<file path="src/rtl/cra_pipe_flags.sv">
// Pipelined carry-ripple add/subtract: WIDTH/SEG ripple stages, result and flags leave together.
// Optional sticky overflow bit (sticky_ovf, cleared by ovf_clr) is built when CRA_STICKY_OVF_EN is defined.
module cra_pipe_flags #(
    parameter int WIDTH = 64,
    parameter int SEG   = 16
) (
    input  logic             clk,
    input  logic             rst_n,
    input  logic             in_valid,
    output logic             in_ready,
    input  logic [WIDTH-1:0] x,
    input  logic [WIDTH-1:0] y,
    input  logic             sub,
    input  logic             cin,
    output logic             out_valid,
    input  logic             out_ready,
    output logic [WIDTH-1:0] z,
    output logic             s_flag,
    output logic             zr_flag,
    output logic             c_flag,
    output logic             p_flag,
    output logic             o_flag,
    input  logic             ovf_clr,
    output logic             sticky_ovf
);

    localparam int NSEG = WIDTH / SEG;
    localparam int MSB  = WIDTH - 1;

    // Per-stage state: operands travel whole, z accumulates one finished slice per stage.
    logic [WIDTH-1:0] x_q [NSEG];
    logic [WIDTH-1:0] x_d [NSEG];
    logic [WIDTH-1:0] b_q [NSEG];
    logic [WIDTH-1:0] b_d [NSEG];
    logic [WIDTH-1:0] z_q [NSEG];
    logic [WIDTH-1:0] z_d [NSEG];
    logic [NSEG-1:0]  v_q, v_d;
    logic [NSEG-1:0]  c_q, c_d;
    logic [NSEG-1:0]  zr_q, zr_d;
    logic [NSEG-1:0]  p_q, p_d;
    logic             o_q, o_d;
    logic             adv;

    always_comb begin
        adv = ~v_q[NSEG-1] | out_ready;
    end

    assign in_ready = adv;

    always_comb begin
        // NOTE: these are scratch values rebuilt on every pass, so blocking '=' is
        // correct here; only the always_ff below uses '<=' to update real state.
        logic [WIDTH-1:0] sx, sb, sz;
        logic             sc, sv, szr, sp;
        logic [SEG:0]     sum;

        sx  = x;
        sb  = sub ? ~y : y;
        sz  = '0;
        sc  = sub | cin;
        sv  = in_valid;
        szr = 1'b1;
        sp  = 1'b0;
        o_d = o_q;

        for (int k = 0; k < NSEG; k++) begin
            sum = {1'b0, sx[k*SEG +: SEG]} + {1'b0, sb[k*SEG +: SEG]} + {{SEG{1'b0}}, sc};
            sz[k*SEG +: SEG] = sum[SEG-1:0];

            x_d[k]  = adv ? sx : x_q[k];
            b_d[k]  = adv ? sb : b_q[k];
            z_d[k]  = adv ? sz : z_q[k];
            v_d[k]  = adv ? sv : v_q[k];
            c_d[k]  = adv ? sum[SEG] : c_q[k];
            zr_d[k] = adv ? (szr & ~|sum[SEG-1:0]) : zr_q[k];
            // Partial parity is odd parity; the last stage flips it to the even-parity flag.
            p_d[k]  = adv ? (sp ^ (^sum[SEG-1:0]) ^ (k == NSEG - 1)) : p_q[k];

            if (k == NSEG - 1) begin
                o_d = adv ? ((sx[MSB] & sb[MSB] & ~sum[SEG-1]) |
                             (~sx[MSB] & ~sb[MSB] & sum[SEG-1])) : o_q;
            end else begin
                sx  = x_q[k];
                sb  = b_q[k];
                sz  = z_q[k];
                sc  = c_q[k];
                sv  = v_q[k];
                szr = zr_q[k];
                sp  = p_q[k];
            end
        end
    end

    always_ff @(posedge clk or negedge rst_n) begin
        if (!rst_n) begin
            // NOTE: datapath registers are reset too, not just valids, because z and
            // every flag must read 0 straight out of reset.
            v_q  <= '0;
            c_q  <= '0;
            zr_q <= '0;
            p_q  <= '0;
            o_q  <= 1'b0;
            for (int k = 0; k < NSEG; k++) begin
                x_q[k] <= '0;
                b_q[k] <= '0;
                z_q[k] <= '0;
            end
        end else begin
            v_q  <= v_d;
            c_q  <= c_d;
            zr_q <= zr_d;
            p_q  <= p_d;
            o_q  <= o_d;
            for (int k = 0; k < NSEG; k++) begin
                x_q[k] <= x_d[k];
                b_q[k] <= b_d[k];
                z_q[k] <= z_d[k];
            end
        end
    end

    assign out_valid = v_q[NSEG-1];
    assign z         = z_q[NSEG-1];
    assign s_flag    = z_q[NSEG-1][MSB];
    assign zr_flag   = zr_q[NSEG-1];
    assign c_flag    = c_q[NSEG-1];
    assign p_flag    = p_q[NSEG-1];
    assign o_flag    = o_q;

`ifdef CRA_STICKY_OVF_EN
    logic sticky_q, sticky_d;

    // A set on this cycle's output handshake overrides a simultaneous clear.
    always_comb begin
        sticky_d = sticky_q;
        if (ovf_clr) begin
            sticky_d = 1'b0;
        end
        if (out_valid & out_ready & o_q) begin
            sticky_d = 1'b1;
        end
    end

    always_ff @(posedge clk or negedge rst_n) begin
        if (!rst_n) begin
            sticky_q <= 1'b0;
        end else begin
            sticky_q <= sticky_d;
        end
    end

    assign sticky_ovf = sticky_q;
`else
    logic unused_ovf_clr;
    assign unused_ovf_clr = ovf_clr;
    assign sticky_ovf     = 1'b0;
`endif

endmodule

</file>
<file path="config.mk">
export PLATFORM = sky130hd
export DESIGN_NAME = cra_pipe_flags
export DESIGN_NICKNAME = d
export VERILOG_FILES = /design/src/rtl/cra_pipe_flags.sv
export SDC_FILE = /design/constraint.sdc
export NUM_CORES = 1
export LEC_CHECK = 0
export ABC_CLOCK_PERIOD_IN_PS = 4350
export CAP_MARGIN = 20
export CORE_MARGIN = 8
export CORE_UTILIZATION = 53
export DETAILED_ROUTE_END_ITERATION = 8
export GPL_ROUTABILITY_DRIVEN = 0
export PLACE_DENSITY = 0.76
export SLEW_MARGIN = 20
export SYNTH_ARGS = -nofsm -noshare
export SYNTH_HDL_FRONTEND = slang
export SYNTH_SLANG_ARGS = --single-unit
export TNS_END_PERCENT = 20
</file>
<file path="constraint.sdc">
create_clock -name clk -period 4.35 [get_ports clk]
set_input_delay 0.87 -clock clk [delete_from_list [all_inputs] [get_ports clk]]
set_output_delay 0.87 -clock clk [all_outputs]
set_load 0.01 [all_outputs]
</file>
==> impl_results.md, run 1 <==
- Clock Tree Buf Depth: 3
- Register bit total from synthesis: 369
- Worst Path Required: 4710 ps
- Number of global-route vias before repair: 13386
- GR Overflow Total: 0
- Sequential share of the synthesized area: 51.2%
- Total GRT Usage: 19.4%
- PostCTS Resize Cnt: 0
- Largest net degree at the start of global routing: 246
- Final WL: 39100 microns
- DP Wirelength: 27300 microns
- DR WL/cell: 15.1 microns
- Power density over the cells: 905 mW/mm^2
- Hold_buf cts: 0
- Later-pin clock latency in the skew report: 520 ps
- Drt via density: 5.09
- Buffers added on ports: 204
- Fin worst setup slack: 258 ps
- Mapped cell area: 0.0181 sq mm
- R2R cell count: 17
- Die area: 0.0402 sq mm
- Hold Fails Final Rpt: 0
- CP peak stage delay: 440 ps
- Fin crit share: 94.1%
- Status: complete, no violations
- Synth top area share: 51.2%
- Leakage: 10.3 nW
- Area growth, synth to finish: 18.3%
- Ports: 207
- F_max: 0.244 GHz
- Worst r2r src: x_q[112]
- Top_reg_cell synth: dfrtp_1
- # fillers: 2805
- RR Endpoint: p_q[3]
- Mapped Cells: 2014
- HP Class: input pin to async pin
- CTS root buffer: clkbuf_16
- DR pass1 iterations: 5
- Reg-to-reg slack, setup: 470 ps
- Post-place instance area: 0.0201 sq mm
- Post-DRT Antenna Nets: 0
- Initial antenna violation count: 0
- CP max FO: 4
- Rows: 67
- Largest area contributor in the netlist: dfrtp_1
- Critical path class: input pin to flop
- Worst VDD drop: 0.000758 V
- Core Region: 0.0335 sq mm
- Synth Net Count: 2249
- Placed Instances: 2529
- RSZ-0062 raised after global routing: no
- Max-slew headroom: 29.6%
- # DRC: 0
- DR vias: 13208
- Count of clock tree sinks: 369
- Critical path origin: cin
- Worst slack at placement: -250 ps
- First-pass GRT wire length: 66600 microns
- Post-CTS Setup Bufs: 0
- Final Non-Filler Cells: 2594
- Yosys warning count: 0
- Diodes inserted: 0
- CTS H-tree depth: 2
- Synth Area per Inst: 8.96 sq um
- WP data arrival: 4460 ps
- Asr flop ratio synth: 100%
- Slowest cell on crit path: fa_1
- CP startpoint kind: input pin
- Num CTS Buffers: 38
- Initial drt markers: 962
- Synth area leaders: dfrtp_1, nand2_1, ha_1, xnor2_1, o21ai_0
- Setup violations, final: 0
- Cell area after layout: 0.0214 sq mm
- Vert. Die Dim: 201 microns
- Worst path cell trace: clkdlybuf4s50_1 -> or2_2 -> fa_1 -> fa_1 -> a21o_1 -> a21oi_2 -> o31ai_1 -> a21oi_2 -> o211ai_1 -> o21ai_0 -> xor2_1 -> ha_1 -> xnor2_1 -> xnor2_1 -> xnor2_1 -> a21oi_1
- Cell variety after synth: 55
- Minimum clock period: 4090 ps
- Worst Setup EP: p_q[0]
- Kind of end point of the critical path: flop
- Layout cell share with drive strength beyond 1: 4.19%
- Max-cap viol count: 0
- CTS tree: done
- Clock-pin slew on the worst setup and hold paths: 60 ps
- Nets: 2356
- Max-slew violation count: 0
- Die X: 201 microns
- Initial core utilization: 53.8%
- Total power: 19.3 mW
- Worst Tran Pin Value: 1060 ps
- Clock Skew: 13.3 ps
- Post-synth EDFFs: 0
- CP most frequent cell: xnor2_1
area by class of cell:
| cell class | count | area [sq um] | share of cell area (%) |
|---|---|---|---|
| clock buffers | 57 | 1150 | 5.37 |
| clock inverters | 8 | 143 | 0.668 |
| inverters | 34 | 135 | 0.633 |
| multi-input cells | 1455 | 7880 | 36.9 |
| flip-flops and latches | 369 | 9230 | 43.2 |
| well taps | 448 | 561 | 2.62 |
| repair buffers | 223 | 2260 | 10.6 |
state kept, by name, indices dropped and copies added, names as in the netlist:
| signal | count |
|---|---|
| v_q | 4 |
| c_q | 4 |
| x_q | 96 |
| p_q | 4 |
| z_q | 96 |
| z | 64 |
| b_q | 96 |
| zr_q | 4 |
| o_flag | 1 |
synthesized netlist by cell type, types with 3 or more instances:
| library cell | instances |
|---|---|
| a21o_1 | 24 |
| a21oi_1 | 54 |
| and3_1 | 3 |
| buf_1 | 17 |
| buf_4 | 65 |
| clkbuf_1 | 74 |
| dfrtp_1 | 369 |
| fa_1 | 8 |
| ha_1 | 92 |
| inv_1 | 33 |
| nand2_1 | 840 |
| nand2b_1 | 14 |
| nand3_1 | 8 |
| nand4_1 | 11 |
| nor2_1 | 34 |
| nor2b_1 | 5 |
| nor3_1 | 6 |
| nor3b_1 | 3 |
| nor4_1 | 3 |
| o211ai_1 | 7 |
| o21a_1 | 6 |
| o21ai_0 | 132 |
| o21ai_1 | 12 |
| o21bai_1 | 5 |
| o31ai_1 | 4 |
| or3_1 | 3 |
| xnor2_1 | 102 |
| xor2_1 | 45 |
through the flow:
stage	util [%]	TNS (ps)	hold slack [ps]
3_3_place_gp	59.8	-180	441
3_5_place_dp	59.8	-250	448
5_1_grt	63.7	0	481
4_1_cts	63.7	0	460
2_1_floorplan	-	0	430
6_report	63.7	0	435
worst max-delay path: cells and delay by family:
| family | cells | cell delay (ps) |
|---|---|---|
| AOI/OAI and AO/OA | 7 | 1000 |
| xor gates and xnor gates | 4 | 770 |
| adders and majority gates | 3 | 1150 |
| buffers and inverters | 1 | 390 |
| and+or+nand+nor | 1 | 290 |
how the worst min path moves through the flow:
stage | startpoint | to | depth (start not counted)
floorplan | v_q[2] | v_q[2] | 2
global placement | v_q[2] | v_q[2] | 2
detailed placement | v_q[2] | v_q[2] | 2
CTS | rst_n | x_q[175] | 1
global route | z_q[133] | z_q[133] | 2
finish | rst_n | v_q[2] | 1
cell usage in the layout, fill, tap and decap left out, types with 4 or more instances in the layout:
cell             Yosys  layout
o21a_1               6       6
xor2_1              45      45
buf_4               65      14
o21bai_1             5       5
xnor2_1            102     102
nand2b_1            14      14
nand3_1              8       8
nand4_1             11      11
bufinv_16            0       4
nor2_1              34      34
nand2_1            840     840
clkdlybuf4s50_1      0     202
inv_1               33      33
nor3_1               6       6
o21ai_0            132     132
nor2b_1              5       4
a21oi_1             54      52
o21ai_1             12      12
fa_1                 8       8
o211ai_1             7       7
clkbuf_8             0       6
clkbuf_16            0      41
clkbuf_1            74      10
ha_1                92      92
dfrtp_1            369     369
a21o_1              24      24
o31ai_1              4       4
buf_12               0       6
report_power, final:
| part | leakage, nW | switching [mW] | total [mW] | internal, mW |
|---|---|---|---|---|
| clock | 0.629 | 1.29 | 3.35 | 2.05 |
| combinational | 5.24 | 5.35 | 10.1 | 4.74 |
| sequential | 4.47 | 0.882 | 5.89 | 5.01 |
| total | 10.3 | 7.52 | 19.3 | 11.8 |
layer usage:
metal  part of all wire (%)  global-route usage [%]
met1                     46                    26.5
met4                    2.3                    5.39
met3                    4.0                    3.39
met2                     48                    31.8
met5                      0                       0
cell families after synthesis:
| family | count (synthesis) | share of synthesized area (%) |
|---|---|---|
| buf+inv | 190 | 5.30 |
| other cells | 1 | 0.0208 |
| mux | 1 | 0.0554 |
| xor+xnor | 148 | 7.22 |
| simple gates | 939 | 20.4 |
| flops | 369 | 51.2 |
| compound gates | 266 | 8.54 |
| fa+ha+maj | 100 | 7.26 |
Power figures use the tool's default switching activity.
==> run 2, diff against run 1 <==
--- a/config.mk
+++ b/config.mk
@@ -7,7 +7,7 @@
 export LEC_CHECK = 0
 export ABC_CLOCK_PERIOD_IN_PS = 4350
 export CAP_MARGIN = 20
-export CORE_MARGIN = 8
+export CORE_MARGIN = 2
 export CORE_UTILIZATION = 53
 export DETAILED_ROUTE_END_ITERATION = 8
 export GPL_ROUTABILITY_DRIVEN = 0
==> impl_results.md, run 2 (synthesis gave the netlist of run 1 again) <==
- Status: complete, no violations
- HP Class: input pin to async pin
- Worst Path Required: 4700 ps
- Clock Skew: 15.1 ps
- CTS tree: done
- Ports: 207
- Cell area after layout: 0.0213 sq mm
- Worst slack at placement: -181 ps
- DR pass1 iterations: 5
- Slowest cell on crit path: fa_1
- CP most frequent cell: xnor2_1
- Layout cell share with drive strength beyond 1: 4.19%
- Kind of end point of the critical path: flop
- Largest registers: b_q (96), x_q (96), z_q (96)
- Num CTS Buffers: 40
- Area of the multi-input gates: 0.00788 sq mm
- GR Overflow Total: 0
- Core Region: 0.0335 sq mm
- Met2 WL: 17900 microns
- DP Wirelength: 25500 microns
- Initial drt markers: 768
- Die X: 189 microns
- Worst VDD drop: 0.000715 V
- Rows: 67
- DR vias: 13242
- CTS H-tree depth: 2
- Max-slew violation count: 0
- Final Non-Filler Cells: 2598
- # fillers: 2803
- CTS root buffer: clkbuf_16
- Buffers added on ports: 204
- Commonest cells after routing, fill and taps aside: nand2_1, dfrtp_1, clkdlybuf4s50_1
- WP data arrival: 4370 ps
- Max-cap viol count: 0
- Clock Tree Buf Depth: 3
- First-pass GRT wire length: 63400 microns
- Worst path cell trace: clkdlybuf4s50_1 -> or2_2 -> fa_1 -> fa_1 -> a21o_1 -> a21oi_2 -> o31ai_1 -> a21oi_2 -> o211ai_1 -> o21ai_0 -> xor2_1 -> ha_1 -> xnor2_1 -> xnor2_1 -> xnor2_1 -> a21oi_1
- Initial antenna violation count: 0
- Placed Instances: 2531
- Count of clock tree sinks: 369
- Nets: 2360
- Worst Tran Pin Value: 972 ps
- DR WL/cell: 14.4 microns
- Diodes inserted: 0
- Vert. Die Dim: 189 microns
- Utilization after layout: 63.5%
- Post-CTS Setup Bufs: 0
- Post-DRT Antenna Nets: 0
- Setup violations, final: 0
- Fin worst setup slack: 334 ps
- Number of global-route vias before repair: 13073
- Leakage: 10.3 nW
- Initial core utilization: 53.8%
- Hold_buf cts: 0
- CP peak stage delay: 440 ps
- Area growth, synth to finish: 17.9%
- Power density over the cells: 905 mW/mm^2
- F_max: 0.249 GHz
- CP max FO: 4
- Critical path class: input pin to flop
- M1 wire length: 16800 microns
- Metal3 WL: 1550 microns
- CP startpoint kind: input pin
- Total GRT Usage: 21.4%
- Clock-pin slew on the worst setup and hold paths: 60 ps
- Hold Fails Final Rpt: 0
- # DRC: 0
- Largest net degree at the start of global routing: 221
- Minimum clock period: 4020 ps
- RSZ-0062 raised after global routing: no
- Fin crit share: 92.3%
- Max-slew headroom: 35.2%
- Post-place instance area: 0.0201 sq mm
- Top Metal Used: met4
- Register area: 0.00923 sq mm
- Drt via density: 5.10
- Commonest non-fill, non-tap cell in the layout: nand2_1
- Final WL: 37400 microns
- Die area: 0.0356 sq mm
- Later-pin clock latency in the skew report: 520 ps
- PostCTS Resize Cnt: 0
run 2: cell count changes in the layout (fill, tap and decap cells not counted), moves of 2 or more:
cell | before | now
clkbuf_1 | 10 | 14
inv_6 | 0 | 2
clkbuf_8 | 6 | 4
buf_4 | 14 | 17
bufinv_16 | 4 | 1
clkinv_2 | 3 | 5
run 2: critical path, delay by kind of cell:
| family | cells | cell delay, ps |
|---|---|---|
| XOR/XNOR | 4 | 690 |
| AO/OA/AOI/OAI | 7 | 980 |
| AND/OR/NAND/NOR | 1 | 290 |
| adder cells (fa/ha/maj) | 3 | 1140 |
| buffers and inverters | 1 | 400 |
run 2: routing by layer:
| metal | GRT usage [%] | up-vias |
|---|---|---|
| li1 | - | 6616 |
| met1 | 29.1 | 6269 |
| met2 | 35.7 | 281 |
| met3 | 3.05 | 76 |
| met4 | 6.76 | 0 |
| met5 | 0 | - |
run 2: final cells by class:
type	instances	share of cell area, %
Tap cell	448	2.63
Timing Repair Buffer	225	10.6
Clock inverter	8	0.341
Clock buffer	59	5.33
Sequential cell	369	43.4
Multi-Input combinational cell	1455	37.0
Inverter	34	0.635
run 2: metrics by stage:
step	TNS (ps)	power, mW	hold slack [ps]
floorplan	0	13.7	430
global placement	-142	15.7	444
detailed placement	-181	16.1	455
CTS	0	19.4	468
global route	0	20.8	486
finish	0	19.2	400
run 2: power breakdown:
group / internal, mW / switching [mW]
logic: 4.79 / 5.42
registers: 5.02 / 0.867
clock network: 1.86 / 1.30
total: 11.7 / 7.59
run 2: worst paths after layout:
check,start,endpoint,slack (ps),depth (start not counted)
min reg2reg,z[28],z[28],460,2
min,rst_n,v_q[3],400,1
min in group clk,z[28],z[28],460,2
max in group asynchronous,rst_n,z_q[138],2910,2
max,cin,p_q[0],330,16
max reg2reg,x_q[112],p_q[3],410,17
